$ cat src/rtl/button_pkg.sv
// Shared types and board defaults for the button event classifier.
// State encoding is 3-bit so other conditioners can reuse it.
package button_pkg;

    typedef enum logic [2:0] {
        IDLE           = 3'd0,
        PRESSED        = 3'd1,
        LONG_HELD      = 3'd2,
        WAIT_GAP       = 3'd3,
        SECOND_PRESSED = 3'd4
    } state_t;

    localparam int LONG_CYCLES_DEF = 1000;
    localparam int GAP_CYCLES_DEF  = 250;

endpackage

$ cat src/rtl/button_event_classifier_if.sv
// Button level in, gesture pulses out.
// master drives the level, slave is the classifier.
interface button_event_classifier_if;

    logic btn_clean;
    logic press_pulse;
    logic release_pulse;
    logic short_press;
    logic long_press;
    logic double_press;
    logic busy;

    modport master (
        output btn_clean,
        input  press_pulse,
        input  release_pulse,
        input  short_press,
        input  long_press,
        input  double_press,
        input  busy
    );

    modport slave (
        input  btn_clean,
        output press_pulse,
        output release_pulse,
        output short_press,
        output long_press,
        output double_press,
        output busy
    );

endinterface

$ cat src/rtl/edge_detect.sv
// One-register edge detector for an already synchronous level.
// rise/fall are combinational from the level and its delayed copy.
module edge_detect (
    input  logic clk,
    input  logic rst_n,
    input  logic d,
    output logic rise,
    output logic fall
);

    logic d_q;

    always_ff @(posedge clk or negedge rst_n) begin
        if (!rst_n) begin
            d_q <= 1'b0;
        end else begin
            d_q <= d;
        end
    end

    assign rise = d & ~d_q;
    assign fall = ~d & d_q;

endmodule

$ cat src/rtl/button_event_classifier.sv
// Converts a debounced button level into press/release edges
// and short, long and double press gesture pulses.
module button_event_classifier
    import button_pkg::*;
#(
    parameter int CNT_W       = 16,
    parameter int LONG_CYCLES = LONG_CYCLES_DEF,
    parameter int GAP_CYCLES  = GAP_CYCLES_DEF
) (
    input logic                      clk,
    input logic                      rst_n,
    button_event_classifier_if.slave bus
);

    localparam logic [CNT_W-1:0] LONG_LAST = CNT_W'(LONG_CYCLES - 1);
    localparam logic [CNT_W-1:0] GAP_LAST  = CNT_W'(GAP_CYCLES - 1);

    state_t           state;
    logic [CNT_W-1:0] cnt;
    logic             rise;
    logic             fall;

    edge_detect u_edge (
        .clk   (clk),
        .rst_n (rst_n),
        .d     (bus.btn_clean),
        .rise  (rise),
        .fall  (fall)
    );

    // busy is only written on state changes so it tracks the new state
    always_ff @(posedge clk or negedge rst_n) begin
        if (!rst_n) begin
            state             <= IDLE;
            cnt               <= '0;
            bus.press_pulse   <= 1'b0;
            bus.release_pulse <= 1'b0;
            bus.short_press   <= 1'b0;
            bus.long_press    <= 1'b0;
            bus.double_press  <= 1'b0;
            bus.busy          <= 1'b0;
        end else begin
            bus.press_pulse   <= rise;
            bus.release_pulse <= fall;
            bus.short_press   <= 1'b0;
            bus.long_press    <= 1'b0;
            bus.double_press  <= 1'b0;
            case (state)
                IDLE: begin
                    if (rise) begin
                        state    <= PRESSED;
                        cnt      <= '0;
                        bus.busy <= 1'b1;
                    end
                end
                PRESSED: begin
                    if (fall) begin
                        state <= WAIT_GAP;
                        cnt   <= '0;
                    end else if (cnt == LONG_LAST) begin
                        state          <= LONG_HELD;
                        bus.long_press <= 1'b1;
                    end else begin
                        cnt <= cnt + CNT_W'(1);
                    end
                end
                LONG_HELD: begin
                    if (fall) begin
                        state    <= IDLE;
                        bus.busy <= 1'b0;
                    end
                end
                WAIT_GAP: begin
                    if (rise) begin
                        state            <= SECOND_PRESSED;
                        bus.double_press <= 1'b1;
                    end else if (cnt == GAP_LAST) begin
                        state           <= IDLE;
                        bus.short_press <= 1'b1;
                        bus.busy        <= 1'b0;
                    end else begin
                        cnt <= cnt + CNT_W'(1);
                    end
                end
                SECOND_PRESSED: begin
                    if (fall) begin
                        state    <= IDLE;
                        bus.busy <= 1'b0;
                    end
                end
                default: begin
                    state    <= IDLE;
                    bus.busy <= 1'b0;
                end
            endcase
        end
    end

endmodule

$ cat src/flat_wrapper.sv
// flat-port wrapper written by rule: the top's interface ports become plain ports
module button_event_classifier_flat import button_pkg::*;
#(
    parameter int CNT_W       = 16,
    parameter int LONG_CYCLES = LONG_CYCLES_DEF,
    parameter int GAP_CYCLES  = GAP_CYCLES_DEF
)
  (clk, rst_n, bus_btn_clean, bus_press_pulse, bus_release_pulse, bus_short_press, bus_long_press, bus_double_press, bus_busy);
  button_event_classifier_if bus_i ();
  input logic clk;
  input logic rst_n;
  input wire logic [$bits(bus_i.btn_clean)-1:0] bus_btn_clean;
  output wire logic [$bits(bus_i.press_pulse)-1:0] bus_press_pulse;
  output wire logic [$bits(bus_i.release_pulse)-1:0] bus_release_pulse;
  output wire logic [$bits(bus_i.short_press)-1:0] bus_short_press;
  output wire logic [$bits(bus_i.long_press)-1:0] bus_long_press;
  output wire logic [$bits(bus_i.double_press)-1:0] bus_double_press;
  output wire logic [$bits(bus_i.busy)-1:0] bus_busy;
  assign bus_i.btn_clean = bus_btn_clean;
  assign bus_press_pulse = bus_i.press_pulse;
  assign bus_release_pulse = bus_i.release_pulse;
  assign bus_short_press = bus_i.short_press;
  assign bus_long_press = bus_i.long_press;
  assign bus_double_press = bus_i.double_press;
  assign bus_busy = bus_i.busy;
  button_event_classifier #(.CNT_W(CNT_W), .LONG_CYCLES(LONG_CYCLES), .GAP_CYCLES(GAP_CYCLES)) u_core (.clk(clk), .rst_n(rst_n), .bus(bus_i));
endmodule
$ cat config.mk
export PLATFORM = sky130hd
export DESIGN_NAME = button_event_classifier_flat
export DESIGN_NICKNAME = d
export VERILOG_FILES = /design/src/rtl/button_pkg.sv /design/src/rtl/button_event_classifier_if.sv /design/src/rtl/edge_detect.sv /design/src/rtl/button_event_classifier.sv /design/src/flat_wrapper.sv
export SDC_FILE = /design/constraint.sdc
export NUM_CORES = 1
export LEC_CHECK = 0
export ABC_AREA = 1
export BUFFER_PORTS_ARGS = -buffer_cell sky130_fd_sc_hd__buf_4
export CORE_MARGIN = 4
export CORE_UTILIZATION = 60
export DETAILED_ROUTE_END_ITERATION = 7
export GPL_TIMING_DRIVEN = 0
export PLACE_DENSITY = 0.78
export SLEW_MARGIN = 20
export SYNTH_ARGS = -nofsm -noshare
export SYNTH_HDL_FRONTEND = slang
export SYNTH_SLANG_ARGS = --single-unit
$ cat constraint.sdc
create_clock -name clk -period 1.8 [get_ports clk]
set_clock_uncertainty 0.05 [all_clocks]
set_input_delay 0.09 -clock clk [delete_from_list [all_inputs] [get_ports clk]]
set_output_delay 0.09 -clock clk [all_outputs]
set_load 0.05 [all_outputs]
==> flow_metrics.env <==
export IMPL_peakVddDrop_mv=1.02
export IMPL_clock_latency_ns=0.32
export IMPL_critPathRequiredTime_ns=1.96
export IMPL_grtUsageTotal=0.196
export IMPL_clockRootBuffer="clkbuf_4"
export IMPL_dr_pass1_iters=4
export IMPL_report_final_slew_viol_count=0
export IMPL_final_hold_viol_count=0
export IMPL_drc_errors=0
export IMPL_ys_types=28
export IMPL_p_clk_frac=0.117
export IMPL_intPower_mw=1.09
export IMPL_avgSynthCellArea_um2=7.89
export IMPL_slew_headroom=0.777
export IMPL_grt_max_degree=27
export IMPL_start_kind="flop"
export IMPL_power_leakage_nw=0.884
export IMPL_core_area_um2=2500
export IMPL_port_buffers=8
export IMPL_grt_use_met1=0.252
export IMPL_rsz0062_at_grt="true"
export IMPL_syn_to_final_growth_pct=10.4
export IMPL_via_per_inst=5.47
export IMPL_p_sw_frac=0.464
export IMPL_final_nets=223
export IMPL_async_flop_share=1.00
export IMPL_synth_edff_count=0
export IMPL_post_dp_hpwl_um=2290
export IMPL_power_frac_comb=0.496
export IMPL_use_met3=0.0305
export IMPL_numCtsBuffers=3
export IMPL_antenna_left=0
export IMPL_cts_sinks=26
export IMPL_die_area_um2=3550
export IMPL_wire_per_inst_um=12.6
export IMPL_synth_fp_nets=207
export IMPL_grt_pass1_wl_um=5290
export IMPL_endpoint_kind="flop"
export IMPL_synthCells=202
export IMPL_post_route_util=0.704
export IMPL_synth_cell_area_um2=1590
export IMPL_cp_max_fo=5
export IMPL_power_switching_mw=0.944
export IMPL_dieHeight_um=59.5
export IMPL_via_count=1345
export IMPL_clockBufferDepth=2
export IMPL_status="finished, final reports clean"
export IMPL_seq_area_frac_synth=0.408
export IMPL_clock_fmax_ghz=0.591
export IMPL_drive_gt1_frac=0.255
export IMPL_grt_antenna_before_repair=0
export IMPL_yosysWarnings=0
export IMPL_synth_area_leaders="dfrtp_1 41%, nand2_1 12%, nand2_2 5.5%"
export IMPL_fin_crit_sh=0.941
export IMPL_worstMarginPinSlew_ns=0.335
export IMPL_netlist_area_leader_share=0.408
export IMPL_setup_violations=0
export IMPL_grt_overflow=0
export IMPL_cts_tree="built"
export IMPL_grt_busiest_layer="met2"
export IMPL_sequentialPowerShare=0.387
export IMPL_clk_pin_slew_ns=0.13
export IMPL_max_cap_violations=0
export IMPL_dp_slack_ns=0.138
export IMPL_rr_worst_depth=9
export IMPL_fin_crit_ns=1.69
export IMPL_diodes=0
export IMPL_worst_slack_ns=0.107
export IMPL_start_util=0.638
export IMPL_worstSetupPathType="flop to flop"
export IMPL_fp_dieW_um=59.5
export IMPL_place_congestion=0.865
export IMPL_power_density_nw_per_um2=1160
export IMPL_met2_usage=0.332
export IMPL_hold_class="primary input to async pin"
export IMPL_grt_pass1_vias=1270
export IMPL_ys_ff_latch=26
export IMPL_cp_arrival_ns=1.85
export IMPL_wirelength_um=3100
export IMPL_drtIter0Drc=39
export IMPL_rows=18
export IMPL_num_io_pins=9
export IMPL_yosys_area_top_type="dfrtp_1"
export IMPL_ys_flop_type="dfrtp_1"
export IMPL_h_tree_depth=1
worst paths after layout:
path / from / end / slack (ns)
setup reg to reg: u_core.cnt[0] / u_core.cnt[5] / 0.11
hold reg to reg: u_core.bus.busy / u_core.bus.busy / 0.44
hold / removal: rst_n / u_core.state[1] / 0.14
max in group asynchronous: rst_n / u_core.cnt[12] / 1.31
min in group clk: bus_btn_clean / u_core.u_edge.d_q / 0.37
setup / recovery: u_core.cnt[0] / u_core.cnt[5] / 0.11
metal layers:
metal | wire, um | share of wire | vias up
li1 | - | - | 669
met1 | 1390 | 0.45 | 635
met4 | 39 | 0.013 | 0
met3 | 165 | 0.053 | 6
met5 | 0 | 0 | -
met2 | 1510 | 0.49 | 35
area by class of cell:
type / instances / area [um2]
multi-input combinational: 148 / 841
fill: 199 / 741
sequential: 26 / 651
inverter: 28 / 108
timing repair buffer: 10 / 80.1
tap: 30 / 37.5
clock buffer: 3 / 22.5
buffer: 1 / 20.0
logic make-up after synthesis:
family          count (synthesis)  share of synthesized area
simple gates                  121                      0.392
buf+inv                        29                     0.0785
flops                          26                      0.408
compound gates                 19                     0.0777
xor+xnor                        5                     0.0275
fa+ha+maj                       2                     0.0157
power by group through the flow:
stage          sequential, mW  clock, mW  combinational [mW]
2_1_floorplan           0.822          0               0.735
3_3_place_gp            0.793          0               0.942
3_5_place_dp            0.797          0               0.968
4_1_cts                 0.786      0.248               0.975
5_1_grt                 0.801      0.279                1.11
6_report                0.787      0.238                1.01
per-stage QoR:
stage | cell area [um2] | hold WS [ns] | power (mW) | cells | setup TNS (ns)
2_1_floorplan | 1590 | -0.256 | 1.56 | 202 | 0
3_3_place_gp | 1690 | -0.0392 | 1.73 | 240 | 0
3_5_place_dp | 1690 | -0.0334 | 1.77 | 240 | 0
4_1_cts | 1730 | 0.156 | 2.01 | 245 | 0
5_1_grt | 1760 | 0.146 | 2.19 | 246 | -0.209
6_report | 1760 | 0.140 | 2.03 | 246 | 0
cells in the mapped netlist (2+ instances only):
library cell	n
o21ai_2	4
o21ai_1	5
nand2_2	14
inv_1	22
dfrtp_1	26
nand4_1	3
xor2_1	4
nor3_1	2
nand3b_1	2
inv_2	6
ha_1	2
nand3_1	15
o21bai_1	3
nor2_1	16
nand3_2	2
nor2_2	7
a21oi_1	2
nor2_4	3
nand2_1	52
nand2_4	2
o21ai_0	3
critical path, stage by stage (launching register included):
cell and delay [ns]:
dfrtp_1 0.45, ha_1 0.24, nand2_2 0.10, inv_1 0.06, nand2_1 0.08, nor2_2 0.05
nand3_2 0.12, nand3_2 0.15, o21ai_0 0.21, nand2_1 0.07
placed cells by master, fill, tap and decap left out, drive strengths merged:
master       synthesis  routed
dlygate4sd3          0       2
buf                  1       9
nand2               68      68
ha                   2       2
o21ai               12      12
o211ai               1       1
nand3b               2       2
nand3               18      19
nor2                27      27
xnor2                1       1
o2111ai              1       1
a21oi                2       2
nor3                 2       2
dfrtp               26      26
xor2                 4       4
inv                 28      28
nand4                3       3
clkbuf               0       3
o21bai               3       3
or2                  1       1
timing repair:
action / in CTS / in global routing
hold endpoints to repair: 27 / 0
hold buffers: 2 / 0
setup endpoints to repair: 0 / 12
gates resized for setup: 0 / 4
setup buffers: 0 / 0
registers in the layout (all words and copies together), names as in the netlist:
| signal | cells |
|---|---|
| u_core.bus.busy | 1 |
| u_core.bus.double_press | 1 |
| u_core.bus.long_press | 1 |
| u_core.bus.press_pulse | 1 |
| u_core.bus.release_pulse | 1 |
| u_core.bus.short_press | 1 |
| u_core.cnt | 16 |
| u_core.state | 3 |
| u_core.u_edge.d_q | 1 |
Note: power is estimated with default switching activity, not from simulation.
